--- config.mk ---
export PLATFORM = sky130hd
export DESIGN_NAME = sm83_bus_responder
export DESIGN_NICKNAME = d
export VERILOG_FILES = /design/src/rtl/sm83_bus_responder.sv
export SDC_FILE = /design/constraint.sdc
export NUM_CORES = 2
export LEC_CHECK = 0
export CORE_AREA = 10 10 493 495
export CTS_CLUSTER_SIZE = 12
export DETAILED_ROUTE_END_ITERATION = 10
export DIE_AREA = 0 0 503 505
export PLACE_DENSITY_LB_ADDON = 0.12
export SETUP_SLACK_MARGIN = 0.02
export SYNTH_ARGS = -nofsm -noshare
export SYNTH_HDL_FRONTEND = slang
export SYNTH_SLANG_ARGS = --single-unit
--- constraint.sdc ---
create_clock -name clk -period 4.55 [get_ports clk]
set_input_delay 1.1375 -clock clk [delete_from_list [all_inputs] [get_ports clk]]
set_output_delay 1.1375 -clock clk [all_outputs]
set_load 0.005 [all_outputs]
--- src/rtl/sm83_bus_responder.sv ---
`default_nettype none
// ============================================================================
// Module  : sm83_bus_responder
// Brief   : Memory/peripheral responder for the SM83 external data bus.
//           Accepts one strobe, waits WAIT_T cycles, acks, holds until release.
// Rev     : 1.0  initial release
// ============================================================================
module sm83_bus_responder #(
    parameter int ADDR_W     = 16,
    parameter int DATA_W     = 8,
    parameter int DEPTH_LOG2 = 8,
    parameter int WAIT_T     = 1
) (
    input  logic              clk,
    input  logic              reset,
    input  logic              cpu_rd,
    input  logic              cpu_wr,
    input  logic [ADDR_W-1:0] cpu_addr,
    input  logic [DATA_W-1:0] cpu_dout,
    output logic [DATA_W-1:0] rsp_din,
    output logic              rsp_drv,
    output logic              rsp_ack,
    output logic              rsp_err,
    output logic              busy
);

    localparam logic [1:0] c_st_idle = 2'd0;
    localparam logic [1:0] c_st_wait = 2'd1;
    localparam logic [1:0] c_st_resp = 2'd2;
    localparam logic [1:0] c_st_hold = 2'd3;
    localparam logic [3:0] c_wait    = 4'(WAIT_T);
    localparam int         c_depth   = 1 << DEPTH_LOG2;

    logic [1:0]            r_state;
    logic [1:0]            w_state_nxt;
    logic [3:0]            r_cnt;
    logic [3:0]            w_cnt_nxt;
    logic [DEPTH_LOG2-1:0] r_addr;
    logic                  r_is_wr;
    logic                  r_rd_q;
    logic                  r_wr_q;
    logic [DATA_W-1:0]     r_mem [c_depth];

    logic w_accept;
    logic w_ack_nxt;
    logic w_err_nxt;
    logic w_drv_set;
    logic w_drv_clr;
    logic w_mem_we;
    logic w_strobe;
    logic w_opp_rise;
    logic w_both_rise;
    logic w_unused_addr;

    // Upper address bits alias onto the store.
    assign w_unused_addr = ^cpu_addr[ADDR_W-1:DEPTH_LOG2];

    assign w_strobe    = r_is_wr ? cpu_wr : cpu_rd;
    assign w_opp_rise  = r_is_wr ? (cpu_rd & ~r_rd_q) : (cpu_wr & ~r_wr_q);
    assign w_both_rise = cpu_rd & cpu_wr & ~(r_rd_q & r_wr_q);
    assign busy        = (r_state != c_st_idle);

    always_comb begin
        w_state_nxt = r_state;
        w_cnt_nxt   = r_cnt;
        w_accept    = 1'b0;
        w_ack_nxt   = 1'b0;
        w_err_nxt   = 1'b0;
        w_drv_set   = 1'b0;
        w_drv_clr   = 1'b0;
        w_mem_we    = 1'b0;
        case (r_state)
            c_st_idle: begin
                if (cpu_rd && cpu_wr) begin
                    // Flag contention once, not for every cycle it persists.
                    w_err_nxt = w_both_rise;
                end else if (cpu_rd || cpu_wr) begin
                    w_accept    = 1'b1;
                    w_cnt_nxt   = c_wait;
                    w_state_nxt = (c_wait == 4'd0) ? c_st_resp : c_st_wait;
                end
            end
            c_st_wait: begin
                if (!w_strobe) begin
                    w_err_nxt   = 1'b1;
                    w_cnt_nxt   = 4'd0;
                    w_state_nxt = c_st_idle;
                end else begin
                    // Leave on the decrement that reaches zero so ack lands WAIT_T+1 after accept.
                    w_cnt_nxt = r_cnt - 4'd1;
                    if (r_cnt == 4'd1) begin
                        w_state_nxt = c_st_resp;
                    end
                end
            end
            c_st_resp: begin
                w_ack_nxt   = 1'b1;
                w_drv_set   = ~r_is_wr;
                w_mem_we    = r_is_wr;
                w_state_nxt = c_st_hold;
            end
            default: begin
                w_err_nxt = w_opp_rise;
                if (!w_strobe) begin
                    w_drv_clr   = 1'b1;
                    w_state_nxt = c_st_idle;
                end
            end
        endcase
    end

    always_ff @(posedge clk or posedge reset) begin
        if (reset) begin
            r_state <= c_st_idle;
            r_cnt   <= 4'd0;
            r_addr  <= '0;
            r_is_wr <= 1'b0;
            r_rd_q  <= 1'b0;
            r_wr_q  <= 1'b0;
            rsp_din <= '0;
            rsp_drv <= 1'b0;
            rsp_ack <= 1'b0;
            rsp_err <= 1'b0;
        end else begin
            r_state <= w_state_nxt;
            r_cnt   <= w_cnt_nxt;
            r_rd_q  <= cpu_rd;
            r_wr_q  <= cpu_wr;
            rsp_ack <= w_ack_nxt;
            rsp_err <= w_err_nxt;
            if (w_accept) begin
                r_addr  <= cpu_addr[DEPTH_LOG2-1:0];
                r_is_wr <= cpu_wr;
            end
            if (w_drv_set) begin
                rsp_drv <= 1'b1;
                rsp_din <= r_mem[r_addr];
            end else if (w_drv_clr) begin
                rsp_drv <= 1'b0;
            end
        end
    end

    // Store survives reset; an aborted transfer never reaches RESP so never writes.
    always_ff @(posedge clk) begin
        if (w_mem_we) begin
            r_mem[r_addr] <= cpu_dout;
        end
    end

endmodule
`default_nettype wire

* After elaboration in Yosys (flattened, before gate mapping) *
Memories as Yosys holds them, arrays and structs flattened. A register that Yosys moved wholly into a read port is not among the register bits.
Index checks and enable logic that the tools add are counted.

storage, ports and cells
  output and inout bits = 12
  memories kept = 1
  RAM bits = 2048
  bits in registers = 20
  word-level logic and storage cells = 62
  input bits = 28

memories
  memory  depth  bits a word  rd ports  clocked after Yosys merged registers in  write ports  line  RTL
  r_mem   256    8            1         1                                        1            42    logic [DATA_W-1:0] r_mem [c_depth];

operators by class
  mux-type cells = 26
  bitwise operators = 9
  eq/ne operators = 7
  reductions and logical operators = 9
  add/sub/neg operators = 1

operators by type and width
  cell                                                                     count
  1-bit 2-to-1 mux                                                         15
  4-bit 2-to-1 mux                                                         3
  2-bit 2-to-1 mux                                                         5
  4-bit case mux with 2 select lines                                       1
  2-bit case mux with 3 select lines                                       1
  2-bit nonzero test                                                       3
  1-bit AND                                                                5
  4-bit by 1-bit equality test with 1-bit output, second input constant    1
  2-bit inequality test, second input constant                             2
  4-bit by 1-bit inequality test with 1-bit output, second input constant  1
  1-bit inverter                                                           4
  4-bit AND reduction                                                      1
  4-bit by 1-bit subtractor with 4-bit output, second input constant       1
  3-bit inequality test, second input constant                             1
  1-bit case mux with 3 select lines                                       1
  3-bit AND reduction                                                      1
  3-bit OR reduction                                                       1
  2-bit by 1-bit equality test with 1-bit output, second input constant    1
  2-bit equality test, second input constant                               1
  2-bit zero test                                                          1
  1-bit logical AND                                                        1
  1-bit logical OR                                                         1

* Longest topological paths before layout *
  depth in word-level cells = 5
  depth in mapped cells = 13
  mapped depth without buffers = 7

* Worst setup path after synthesis *
No wires, ideal clock.

  kind = register to register
  start = register r_addr[0]
  end = memory r_mem[176][0], enable pin
  required time = 4180 ps
  library setup time = 370 ps
  buffers on the path = 8
  arrival time = 2347 ps
  path slack = 1832 ps
  period minus slack after synthesis = 2718 ps
  cell stages (with the launch flop) = 12
  path through = dfrtp_1 -> buf_6 -> buf_12 -> buf_12 -> buf_12 -> buf_8 -> buf_4 -> buf_2 -> nor2_1 -> nand2_1 -> clkbuf_1 -> nor2_1

RTL lines
  what                      line  RTL
  start: declaration        38    logic [DEPTH_LOG2-1:0] r_addr;
  start signal: assignment  132   r_addr <= cpu_addr[DEPTH_LOG2-1:0];
  end: declaration          42

No word-level cell before the write port.

==> results.md <==
- Setup violators final: 0
- CTS tree: done
- Placeable core region: approximately 230000 um2
- Number of iterations in the first detailed-routing pass: 7
- Count of distinct cell types in the synthesized netlist: 73
- Final Wtd Congestion: 0.789
- Final ANT Viol Nets: 0
- Die extent in x: 503 um
- Tightest Hold Check Type: reg -> reg
- Maximum Capacitance Violations: 0
- Number of cells upsized or downsized after cts: 0
- Boundary Pins: 40
- Type of element capturing the critical path: flop
- Total overflow reported by the global router: 0
- Maximum VDD drop: 0.321 mV
- Final clock period utilization by the worst path: between 80% and 90%
- Share of flip-flops with an asynchronous set or reset after synthesis: ~1.3%
- Crit-path max FO: 24
- Multiplexer share of the synthesized area: between 15 and 20%
- Fraction of the mapped netlist area in compound gates: between 2 and 3%
- Number of warnings reported in the yosys synthesis log: 0
- Insertion delay to the later sink of the worst-skew pair: 0.85 ns
- Post-route clock skew: about 0.037 ns
- WL per Instance: 32.2 um
- Adder and majority gate portion of the synthesized area: 0.0616%
- Status: finished, final reports clean
- Beginning of the worst register-to-register path: r_addr[0]
- Count of routing violations after the opening detailed-route iteration: between 4000 and 5000
- Depth of the worst register-to-register path: 8
- Maximum buffer depth of the clock tree: 3
- Postcts setup bufs: 0
- Cts bufs inserted: around 220
- Simple-gate share of the synthesized area: about 3.1%
- Post-synth EDFFs: just over 2000
- Via count of the first global-routing pass: 42248
- Vias per cell: about 5.4
- Initial standard-cell utilization of the core: a little over a third
- Die area: about 250000 um2
- Worst path arrival time: ~4.4 ns
- Filler cell count in the final layout: slightly above 20000
- Setup crit start kind: flop
- Dpl hpwl: between 150 and 200 mm
- Achievable frequency: around 270 MHz
- Hold-fix buffers at CTS: 0
- Via count: around 40000
- Global-route wire length before repair: 343 mm
- Most used flip-flop cell after synthesis: sky130_fd_sc_hd__edfxtp_1
- Clock net sink count: slightly above 2000
- Antenna violations before repair: 5
- Post-synthesis sequential element count: between 2000 and 2500
- Leakage power figure: about 30 nW
- Setup repair after global routing missed its margin: no
- Sequential area share after synthesis: between 70% and 80%
- Power density over the cells: between 500 and 600 nW/um2
- DR DRC count: 0
- Worst relative slew slack: 32.8%
- Transition time of the tightest slew-check pin: between 1 and 1.5 ns
- Net count after synthesis: slightly below 4000
- Combinational family with the most area after synthesis: multiplexers
- Pin count of the biggest net entering global routing: about 120
- Count of input and output buffers: 31
- Hold Vio Cnt, Final: 0
- Die height: about 510 um
- Post-Syn Instances: 3911
- All-Layer GR Usage: a little under a fifth
- Post-detailed-routing wire length: around 250 mm
- Clock transition at the register clock pins on the worst setup and hold paths after CTS: approximately 0.060 ns
- Crit path launch: r_addr[0]
- Net count, final: approximately 4400
- Critical path required time: 5.26 ns
- Terminus of the critical flop-to-flop path: rsp_din[1]
- Area growth, synth to finish: 16.8%
- Mean Syn Cell Area: a little over 20 um2
- Clk root buf: sky130_fd_sc_hd__clkbuf_16
- Final max-slew violation count: 0
- R2R Setup Slk: roughly 0.9 ns
- Rows: approximately 180
- CP Class: reg -> reg
- Min Clock Period, post-route: roughly 3.7 ns
- Level count of the clock H-tree: 4
- Xor and xnor fraction of the mapped netlist area: 0%
- Fraction of final layout cells sized beyond drive strength 1: approximately 29%
- Termination of the worst setup path: rsp_din[1]
- Tot Pwr: about 55 mW
- Sum of negative setup slack: 0 ns
- Synthesized area: 81300 um2
## cell usage after synthesis, types with 27 or more instances
library cell / number / area share (%)
sky130_fd_sc_hd__nand3_1: 51 / 0.31
sky130_fd_sc_hd__nor2_1: 309 / 1.4
sky130_fd_sc_hd__mux2i_1: 166 / 2.0
sky130_fd_sc_hd__o22ai_1: 36 / 0.28
sky130_fd_sc_hd__o21ai_0: 46 / 0.28
sky130_fd_sc_hd__buf_2: 67 / 0.41
sky130_fd_sc_hd__a22oi_1: 50 / 0.46
sky130_fd_sc_hd__dfrtp_1: 28 / 0.86
sky130_fd_sc_hd__buf_4: 52 / 0.48
sky130_fd_sc_hd__clkbuf_1: 70 / 0.32
sky130_fd_sc_hd__edfxtp_1: 2048 / 76
sky130_fd_sc_hd__mux2_2: 27 / 0.37
sky130_fd_sc_hd__buf_6: 33 / 0.46
sky130_fd_sc_hd__nand2_1: 160 / 0.74
sky130_fd_sc_hd__mux4_2: 468 / 13
sky130_fd_sc_hd__a21oi_1: 27 / 0.17
## cell usage in the layout, fill, tap and decap left out, types with 46 or more instances in the layout
master and instances:
sky130_fd_sc_hd__edfxtp_1 2048, sky130_fd_sc_hd__o21ai_0 46, sky130_fd_sc_hd__nand3_1 51, sky130_fd_sc_hd__clkbuf_16 224
sky130_fd_sc_hd__mux4_2 468, sky130_fd_sc_hd__nor2_1 306, sky130_fd_sc_hd__mux2i_1 166, sky130_fd_sc_hd__clkbuf_1 59
sky130_fd_sc_hd__nand2_1 144, sky130_fd_sc_hd__clkinv_1 51, sky130_fd_sc_hd__a22oi_1 50, sky130_fd_sc_hd__buf_4 454
## per-stage QoR
| step | instance area, um2 | cells | hold WS (ns) | setup WS, ns | util (%) |
|---|---|---|---|---|---|
| after floorplan | 81300 | 3911 | 0.436 | 1.83 | - |
| after global placement | 88100 | 7236 | 0.485 | 0.863 | 37.9 |
| after detailed placement | 88100 | 7236 | 0.491 | 0.792 | 37.9 |
| after CTS | 94900 | 7637 | 0.504 | 0.760 | 40.9 |
| after global routing | 94900 | 7639 | 0.559 | 0.721 | 40.9 |
| final | 94900 | 7642 | 0.500 | 0.878 | 40.9 |
## how the worst min path moves through the flow
stage,start,end,slack (ns),cells past startpoint
floorplan,r_state[0],rsp_ack,0.44,1
global placement,r_cnt[1],r_cnt[1],0.48,2
detailed placement,r_cnt[1],r_cnt[1],0.49,2
CTS,r_cnt[1],r_cnt[1],0.50,2
global route,rsp_drv,rsp_drv,0.56,2
finish,r_cnt[1],r_cnt[1],0.50,2
## registers in the layout (all words and copies together), names as in the netlist
name     flops
r_state      2
rsp_drv      1
rsp_err      1
r_cnt        4
r_rd_q       1
r_addr       8
r_mem     2048
r_wr_q       1
r_is_wr      1
rsp_ack      1
rsp_din      8
## worst max-delay path, stage by stage (launching register included)
cell,delay (ns)
sky130_fd_sc_hd__dfrtp_4,0.87
sky130_fd_sc_hd__buf_4,0.48
sky130_fd_sc_hd__mux4_2,0.59
sky130_fd_sc_hd__mux2i_1,0.34
sky130_fd_sc_hd__o221ai_1,0.23
sky130_fd_sc_hd__o22a_1,0.33
sky130_fd_sc_hd__a221oi_1,0.39
sky130_fd_sc_hd__buf_4,0.22
sky130_fd_sc_hd__o21ai_1,0.06
## kinds of logic (layout without fill, tap and decap cells)
logic type                 Yosys count  after routing
DFF                               2076           2076
muxes                              671            671
and+or+nand+nor                    605            605
AOI/OAI and AO/OA                  304            304
buffers and inverters              251            934
adders and majority gates            4              4
other                                0              5
## metal layers
| layer | wire length, um | part of all wire [%] | vias up | GRT usage (%) |
|---|---|---|---|---|
| met2 | 119000 | 48 | 1132 | 31.0 |
| met4 | 6130 | 2.5 | 0 | 4.66 |
| met1 | 108000 | 44 | 22429 | 26.8 |
| met3 | 12500 | 5.1 | 290 | 3.15 |
| li1 | - | - | 17238 | - |
| met5 | 0 | 0 | - | 0 |
## power by group
part,switching [mW],leakage (nW),total [mW],internal (mW)
sequential,0.573,18.7,21.7,21.2
combinational,9.90,8.16,16.4,6.52
clock,7.47,3.34,17.2,9.74
total,17.9,30.2,55.4,37.4
## final cells by class
| class | count | area [um2] | area share, % |
|---|---|---|---|
| flip-flops and latches | 2076 | 62200 | 65.5 |
| clock inverters | 111 | 905 | 0.953 |
| clock buffers | 290 | 5920 | 6.24 |
| repair buffers | 521 | 4480 | 4.72 |
| multi-input cells | 1584 | 17600 | 18.5 |
| diodes | 5 | 12.5 | 0.0132 |
| inverters | 12 | 50.0 | 0.0527 |
| well taps | 3043 | 3810 | 4.01 |
(Power assumes the default switching activity.)
